[config.mk]
export PLATFORM = sky130hd
export DESIGN_NAME = rr_logging_stream_merge
export DESIGN_NICKNAME = d
export VERILOG_FILES = /design/src/rtl/rr_logging_stream_merge.sv
export SDC_FILE = /design/constraint.sdc
export NUM_CORES = 2
export LEC_CHECK = 0
export ABC_CLOCK_PERIOD_IN_PS = 6950
export CORE_ASPECT_RATIO = 2
export CORE_MARGIN = 1.5
export CORE_UTILIZATION = 30
export DETAILED_ROUTE_END_ITERATION = 8
export PLACE_DENSITY = 0.54
export SLEW_MARGIN = 10
export SYNTH_ARGS = -nofsm -noshare
export SYNTH_HDL_FRONTEND = slang
export SYNTH_SLANG_ARGS = --single-unit
[constraint.sdc]
create_clock -name clk -period 6.95 [get_ports clk]
set_input_delay 1.39 -clock clk [delete_from_list [all_inputs] [get_ports clk]]
set_output_delay 1.39 -clock clk [all_outputs]
set_load 0.1 [all_outputs]
[src/rtl/rr_logging_stream_merge.sv]
// N-channel logging record merger: one FIFO per channel, round-robin arbitration
// onto a single registered, tagged output stream with optional drop-on-full.
module rr_logging_stream_merge #(
  parameter int unsigned NUM_CH       = 5,
  parameter int unsigned DATA_W       = 64,
  parameter int unsigned FIFO_DEPTH   = 4,
  parameter int unsigned DROP_ON_FULL = 0,
  localparam int unsigned ID_W        = (NUM_CH > 1) ? $clog2(NUM_CH) : 1
) (
  input  logic                     clk,
  input  logic                     rst,
  input  logic [NUM_CH-1:0]        in_valid,
  output logic [NUM_CH-1:0]        in_ready,
  input  logic [NUM_CH*DATA_W-1:0] in_data,
  output logic                     out_valid,
  input  logic                     out_ready,
  output logic [DATA_W-1:0]        out_data,
  output logic [ID_W-1:0]          out_id,
  output logic [NUM_CH-1:0]        fifo_full,
  output logic [31:0]              drop_cnt
);

  localparam int unsigned PW = (FIFO_DEPTH > 1) ? $clog2(FIFO_DEPTH) : 1;
  localparam int unsigned CW = PW + 1;

  logic [DATA_W-1:0] mem_q [NUM_CH][FIFO_DEPTH];
  logic [PW-1:0]     wptr_q [NUM_CH];
  logic [PW-1:0]     rptr_q [NUM_CH];
  logic [CW-1:0]     cnt_q  [NUM_CH];

  logic [NUM_CH-1:0] full, nonempty, wr, drop, pop;

  logic              out_valid_q, out_valid_d;
  logic [DATA_W-1:0] out_data_q, out_data_d;
  logic [ID_W-1:0]   out_id_q, out_id_d;
  logic [ID_W-1:0]   rr_ptr_q, rr_ptr_d;
  logic [31:0]       drop_cnt_q, drop_cnt_d;

  logic              can_load, gnt_valid;
  logic [ID_W-1:0]   gnt_id;

  // Full is taken from the registered count, so a pop in the same cycle never frees a slot.
  always_comb begin
    for (int c = 0; c < NUM_CH; c++) begin
      full[c]     = (cnt_q[c] == CW'(FIFO_DEPTH));
      nonempty[c] = (cnt_q[c] != '0);
      in_ready[c] = (DROP_ON_FULL != 0) ? 1'b1 : !full[c];
      wr[c]       = in_valid[c] & in_ready[c] & !full[c];
      drop[c]     = (DROP_ON_FULL != 0) & in_valid[c] & full[c];
    end
  end

  always_comb begin
    int unsigned idx;
    logic [ID_W-1:0] idx_id;
    idx       = 0;
    idx_id    = '0;
    gnt_valid = 1'b0;
    gnt_id    = '0;
    for (int unsigned i = 0; i < NUM_CH; i++) begin
      idx = int'(rr_ptr_q) + i;
      if (idx >= NUM_CH) idx = idx - NUM_CH;
      idx_id = ID_W'(idx);
      if (!gnt_valid && nonempty[idx_id]) begin
        gnt_valid = 1'b1;
        gnt_id    = idx_id;
      end
    end
  end

  assign can_load = !out_valid_q || out_ready;

  always_comb begin
    for (int c = 0; c < NUM_CH; c++) begin
      pop[c] = can_load && gnt_valid && (gnt_id == ID_W'(c));
    end
  end

  always_comb begin
    out_valid_d = out_valid_q;
    out_data_d  = out_data_q;
    out_id_d    = out_id_q;
    rr_ptr_d    = rr_ptr_q;
    if (can_load) begin
      out_valid_d = gnt_valid;
      if (gnt_valid) begin
        out_data_d = mem_q[gnt_id][rptr_q[gnt_id]];
        out_id_d   = gnt_id;
        rr_ptr_d   = (gnt_id == ID_W'(NUM_CH - 1)) ? '0 : gnt_id + ID_W'(1);
      end
    end
  end

  always_comb begin
    logic [31:0] drop_sum;
    logic [32:0] sum;
    drop_sum = '0;
    for (int c = 0; c < NUM_CH; c++) begin
      drop_sum = drop_sum + 32'(drop[c]);
    end
    sum        = {1'b0, drop_cnt_q} + {1'b0, drop_sum};
    drop_cnt_d = sum[32] ? '1 : sum[31:0];
  end

  always_ff @(posedge clk or posedge rst) begin
    if (rst) begin
      for (int c = 0; c < NUM_CH; c++) begin
        wptr_q[c] <= '0;
        rptr_q[c] <= '0;
        cnt_q[c]  <= '0;
      end
    end else begin
      for (int c = 0; c < NUM_CH; c++) begin
        if (wr[c])  wptr_q[c] <= wptr_q[c] + PW'(1);
        if (pop[c]) rptr_q[c] <= rptr_q[c] + PW'(1);
        cnt_q[c] <= cnt_q[c] + CW'(wr[c]) - CW'(pop[c]);
      end
    end
  end

  // Storage needs no reset: occupancy alone decides what is readable.
  always_ff @(posedge clk) begin
    for (int c = 0; c < NUM_CH; c++) begin
      if (wr[c]) mem_q[c][wptr_q[c]] <= in_data[c*DATA_W +: DATA_W];
    end
  end

  always_ff @(posedge clk or posedge rst) begin
    if (rst) begin
      out_valid_q <= 1'b0;
      out_data_q  <= '0;
      out_id_q    <= '0;
      rr_ptr_q    <= '0;
      drop_cnt_q  <= '0;
    end else begin
      out_valid_q <= out_valid_d;
      out_data_q  <= out_data_d;
      out_id_q    <= out_id_d;
      rr_ptr_q    <= rr_ptr_d;
      drop_cnt_q  <= drop_cnt_d;
    end
  end

  assign out_valid = out_valid_q;
  assign out_data  = out_data_q;
  assign out_id    = out_id_q;
  assign fifo_full = full;
  assign drop_cnt  = drop_cnt_q;

endmodule
## After elaboration in Yosys (flattened, before gate mapping)

Memory sizes are Yosys's and may differ from the RTL's.
Index checks and enable logic that the tools add are counted.

| word-level totals | value |
|---|---|
| bits in registers | 106 |
| bits in latches | 0 |
| memory bits (writable) | 1280 |
| bits in read-only memories | 0 |
| input bits | 328 |
| output and inout bits | 110 |
| memories | 1 |

| cells by class | value |
|---|---|
| add/subtract/negate cells | 30 |
| $mul | 0 |
| divide/modulo/power cells | 0 |
| magnitude comparators | 22 |
| equality and inequality tests | 9 |
| shift-type cells | 0 |
| mux-type cells | 52 |
| bitwise operators | 17 |
| reductions and logical operators | 33 |

Memory list:

| memory | words | width | rd ports | clocked after Yosys merged registers in | wr ports | line | text |
|---|---|---|---|---|---|---|---|
| mem_q | 5 | 256 | 1 | 0 | 5 | 26 | `logic [DATA_W-1:0] mem_q [NUM_CH][FIFO_DEPTH];` |

Operators with widths:

| operator | count |
|---|---|
| 256-bit 2-to-1 mux | 5 |
| 64-bit demux with 2-bit select | 5 |
| 64-bit 2-to-1 mux | 7 |
| 64-bit binary-select mux with 2-bit select | 1 |
| 3-bit 2-to-1 mux | 11 |
| 3-bit >= comparator (second input constant) | 7 |
| 2-bit by 1-bit adder with 2-bit output (second input constant) | 10 |
| 3-bit by 4-bit < comparator with 1-bit output (second input constant) | 5 |
| 3-bit == test (second input constant) | 6 |
| 2-bit NOT with 3-bit output | 6 |
| 4-bit by 3-bit >= comparator with 1-bit output (second input constant) | 4 |
| 3-bit by 1-bit adder with 3-bit output | 5 |
| 1-bit binary-select mux with 3-bit select | 5 |
| 1-bit logical AND | 15 |
| 3-bit by 1-bit < comparator with 1-bit output (second input constant) | 5 |
| 1-bit 2-to-1 mux | 15 |
| 3-bit nonzero test | 5 |
| 3-bit by 1-bit subtractor with 3-bit output | 5 |
| 3-bit subtractor (second input constant) | 5 |
| 1-bit bitwise AND | 10 |
| 1-bit logical NOT | 10 |
| 3-bit by 2-bit adder with 4-bit output (second input constant) | 2 |
| 2-bit binary-select mux with 3-bit select | 1 |
| 3-bit by 2-bit == test with 1-bit output (second input constant) | 2 |
| 10 further kinds | 11 |

## Logic depth before layout (Yosys ltp)

| logic depth | value |
|---|---|
| depth after elaboration | 25 |
| depth in mapped cells | 26 |

## Worst setup path before layout

OpenSTA, ideal clock, no wires.

| path | value |
|---|---|
| path kind | flip-flop to flip-flop |
| from | register rr_ptr_q[0] |
| to | register cnt_q[5] (netlist name) |
| library setup time | 0.123 ns |
| arrival | 5.304 ns |
| data required time | 6.827 ns |
| setup slack | 1.523 ns |
| cell stages (with the launch flop) | 25 |
| clock period less this slack | 5.427 ns |
| cells stage by stage | dfrtp_1 -> clkinv_1 -> ha_1 -> ha_1 -> clkbuf_1 -> a21oi_1 -> mux2_2 -> o32ai_2 -> a311o_1 -> nand3_1 -> and2_1 -> buf_6 -> inv_2 -> clkbuf_1 -> clkbuf_1 -> clkbuf_1 -> ha_1 -> ha_1 -> and2_1 -> ha_1 -> inv_1 -> ha_1 -> fa_1 -> xnor2_1 -> xnor2_1 |

| between the ends | value |
|---|---|
| word-level cells in the longest chain between the ends | 20 |

RTL lines:

| element | line | text |
|---|---|---|
| start, declared | 36 | `logic [ID_W-1:0] rr_ptr_q, rr_ptr_d;` |
| start signal, assigned | 139 | `rr_ptr_q <= rr_ptr_d;` |
| parallel branches: the longest is 18 deep, another holds 3-bit by 1-bit adder with 4-bit output | -- |  |
| 1-bit logical AND * | 75 | `pop[c] = can_load && gnt_valid && (gnt_id == ID_W'(c));` |
| net pop[3] | 31 | `logic [NUM_CH-1:0] full, nonempty, wr, drop, pop;` |
| 3-bit by 1-bit subtractor with 3-bit output * | 116 | `cnt_q[c] <= cnt_q[c] + CW'(wr[c]) - CW'(pop[c]);` |
| end signal, assigned by index | 116 |  |
| end, declared | 29 | `logic [CW-1:0] cnt_q [NUM_CH];` |

Mark *: on every way through the listed nets, which the timed path passes. The select of a mux whose other input is x is not followed.
A chain may end at the register's enable or synchronous reset.

## Worst setup path after layout

| path | value |
|---|---|
| from | register rr_ptr_q[1] |
| to | register out_data_q[53], in the netlist out_data[53] |

| between the ends | value |
|---|---|
| word-level cells in the longest chain between the ends | 25 |

RTL lines:

| element | line | text |
|---|---|---|
| parallel branches: the longest is 25 deep, another holds 3-bit by 1-bit adder with 4-bit output | -- |  |
| end signal, assigned | 137 | `out_data_q <= out_data_d;` |
| end, declared | 34 | `logic [DATA_W-1:0] out_data_q, out_data_d;` |

Several ways; the timed one is not identified. The select of a mux whose other input is x is not followed.

==> summary.md <==
| Metric | Value |
|---|---|
| Syn Area/Cell | 14.9 sq um |
| Post-CTS Resized | 0 |
| CTS tree | built |
| Post-CTS setup repair buffer count | 0 |
| Clk buf depth | 4 |
| Fmax | roughly 150 MHz |
| Max FO, Critical Path | 39 |
| IO Count | 438 |
| CTS sink cnt | roughly 1400 |
| 1st-iter DRT viols | 2774 |
| Fin crit period | between 6 and 7 ns |
| Synth area leaders | edfxtp_1 (69%), nand2_1 (5.4%), dfrtp_1 (4.8%) |
| RD Place Congestion | 0.835 |
| Final setup vio count | 0 |
| Met3 GRT Util | 0.0411 |
| Final Cycle Share | 0.935 |
| Sequential area share after synthesis | 0.740 |
| CTS H-tree depth | 4 |
| Worst Max-Slew Pin Slew | approximately 1.1 ns |
| Post-DRT Antenna Nets | 0 |
| Worst min path class | reg -> reg |
| Setup Skew | roughly 0.067 ns |
| Drt via density | about 5.2 |
| Flops & latches, synth | between 1000 and 1500 |
| Number of port buffers | roughly 410 |
| DRC viols | 0 |
| Std-Cell Rows | 223 |
| Initial core utilization | 0.302 |
| Initial antenna violation count | 59 |
| Gr busiest metal | met2 |
| Ys flop type | edfxtp_1 |
| Met1 Use GR | 0.239 |
| Num CTS Buffers | 138 |
| Yosys top cell area share | 0.692 |
| Mapped Cells | about 3700 |
| Pre-antenna DRT Iters | 5 |
| Worst-Skew Late Latency | approximately 0.80 ns |
| Drt wl/cell | around 30 microns |
| CTS clock-pin slew for the worst setup and hold paths | 0.07 ns |
| Post-Place Setup Slack | just over 0.6 ns |
| Most instantiated cells after synthesis | edfxtp_1 (1280), nand2_1 (803), mux2i_1 (168), clkbuf_1 (165), and3_1 (152) |
| Met2 GRT Util | 0.376 |
| Setup ws final | approximately 0.45 ns |
| Die Y | 611 microns |
| Area of the core | between 150000 and 200000 sq um |
| Area grow syn2layout | 20.4% |
| Worst setup EP type | flip-flop |
| # fillers | 17600 |
| Mapped cell area | approximately 56000 sq um |
| Setup TNS | 0 ns |
| Status | finished, final reports clean |
| Synth async-reset ratio | 0.0765 |
| Number of flops mapped to enable cells by yosys | roughly 1300 |
| Worst Setup Path Type | reg -> reg |
| CTS hold repair buffers | 0 |
| Max_cap viols | 0 |
| Share of cells above drive strength 1 | 0.105 |
| GR Util All Layers | 0.207 |
| GR Overflow Total | 0 |
| Slew Limit Fails | 0 |
| Crit path DAT | roughly 7.1 ns |
| DIE AREA | 188000 sq um |
| CP max-delay cell | a2111oi_0 |
| RSZ-0062 raised after global routing | false |
| Global-route wire length before repair | roughly 270000 microns |
| Critical path startpoint category | flip-flop |
| Final nets | ~4500 |
| CP Cell Sequence | inv_1 -> ha_1 -> ha_1 -> xor2_1 -> or2_1 -> o311a_1 -> o32ai_2 -> nand4_1 -> o21ai_0 -> o31a_2 -> inv_8 -> a21o_1 -> o21ai_2 -> o21a_4 -> buf_12 -> buf_12 -> mux2_2 -> a2111oi_0 -> a211oi_1 |
| Req. time, crit path | roughly 7.6 ns |
| Yosys top cell by area | edfxtp_1 |
| WL final | between 150000 and 200000 microns |
| Synth Warn # | 0 |
| CTS root buffer | clkbuf_16 |
| Vias in the first global route | 35600 |
| Most frequent cell after synthesis | edfxtp_1 |
| Netlist cell types | 74 |
| Final Hold Fails | 0 |
| Slew Limit Headroom | 0.241 |
| Vias | roughly 35000 |
| Die Width | ~310 microns |
| CP peak stage delay | about 0.85 ns |
| HPWL after detailed placement | 121000 microns |
| Largest net degree at the start of global routing | 171 |
-- layout make-up --
type / instances / area (sq um) / share of cell area
sequential: 1386 / 41100 / 0.615
multi-input combinational: 2072 / 13300 / 0.199
timing repair buffer: 491 / 4910 / 0.0734
clock buffer: 183 / 3740 / 0.0560
tap: 2362 / 2960 / 0.0442
clock inverter: 56 / 667 / 0.00997
inverter: 44 / 185 / 0.00277
antenna: 13 / 32.5 / 0.000487
-- logic make-up after synthesis --
| logic type | synth area share |
|---|---|
| adders and majority gates | 0.0112 |
| and+or+nand+nor | 0.0791 |
| buffers and inverters | 0.0263 |
| xor gates and xnor gates | 0.00426 |
| muxes | 0.0515 |
| AOI/OAI and AO/OA | 0.0878 |
| other | 0.0000675 |
| DFF | 0.740 |
-- worst paths after layout --
check                            start            to  slack, ns  cells past startpoint
min in group asynchronous          rst  out_data[12]       1.13                      2
max in group asynchronous          rst  out_data[51]       4.57                      3
max reg2reg                rr_ptr_q[1]  out_data[53]       0.45                     19
max                        rr_ptr_q[1]  out_data[53]       0.45                     19
min                          rptr_q[3]     rptr_q[3]       0.48                      1
min reg2reg                  rptr_q[3]     rptr_q[3]       0.48                      1
-- state kept, by name, summed over array words and instances (netlist names) --
signal / count
mem_q: 1280
rptr_q: 10
cnt_q: 15
wptr_q: 10
rr_ptr_q: 3
out_valid: 1
out_data: 64
out_id: 3
-- metrics by stage --
stage / instance area (sq um) / util / cells / hold WS (ns)
floorplan: 55700 / - / 3761 / 0.439
global route: 66800 / 0.363 / 6598 / 0.498
global placement: 62400 / 0.339 / 6355 / 0.471
finish: 66900 / 0.363 / 6607 / 0.480
CTS: 66800 / 0.363 / 6594 / 0.478
detailed placement: 62400 / 0.339 / 6355 / 0.466
-- metal layers --
metal | vias up | wire length, microns
met5 | - | 391
met4 | 60 | 7360
met3 | 419 | 12900
met2 | 1353 | 103000
met1 | 17800 | 73900
li1 | 15000 | -
-- cells in the final DEF, fill, tap and decap left out, types with 71 or more instances in the layout --
cell type / instances
edfxtp_1: 1280
nand2_1: 799
clkdlybuf4s50_1: 403
mux2i_1: 168
a21oi_1: 141
clkbuf_16: 139
and3_1: 131
a211oi_1: 130
dfrtp_1: 106
mux2_2: 95
buf_4: 71
-- critical path, delay by kind of cell, from the launching register on --
family / cells / cell delay [ns]
and+or+nand+nor: 2 / 0.43
xor gates and xnor gates: 1 / 0.18
buffers and inverters: 4 / 0.96
adders and majority gates: 2 / 0.76
muxes: 1 / 0.37
AOI/OAI and AO/OA: 9 / 2.97
DFF: 1 / 0.57
Power is left out: the tool's default activity adds up to more than one toggle a clock period on the data nets, which glitch-free logic cannot reach.
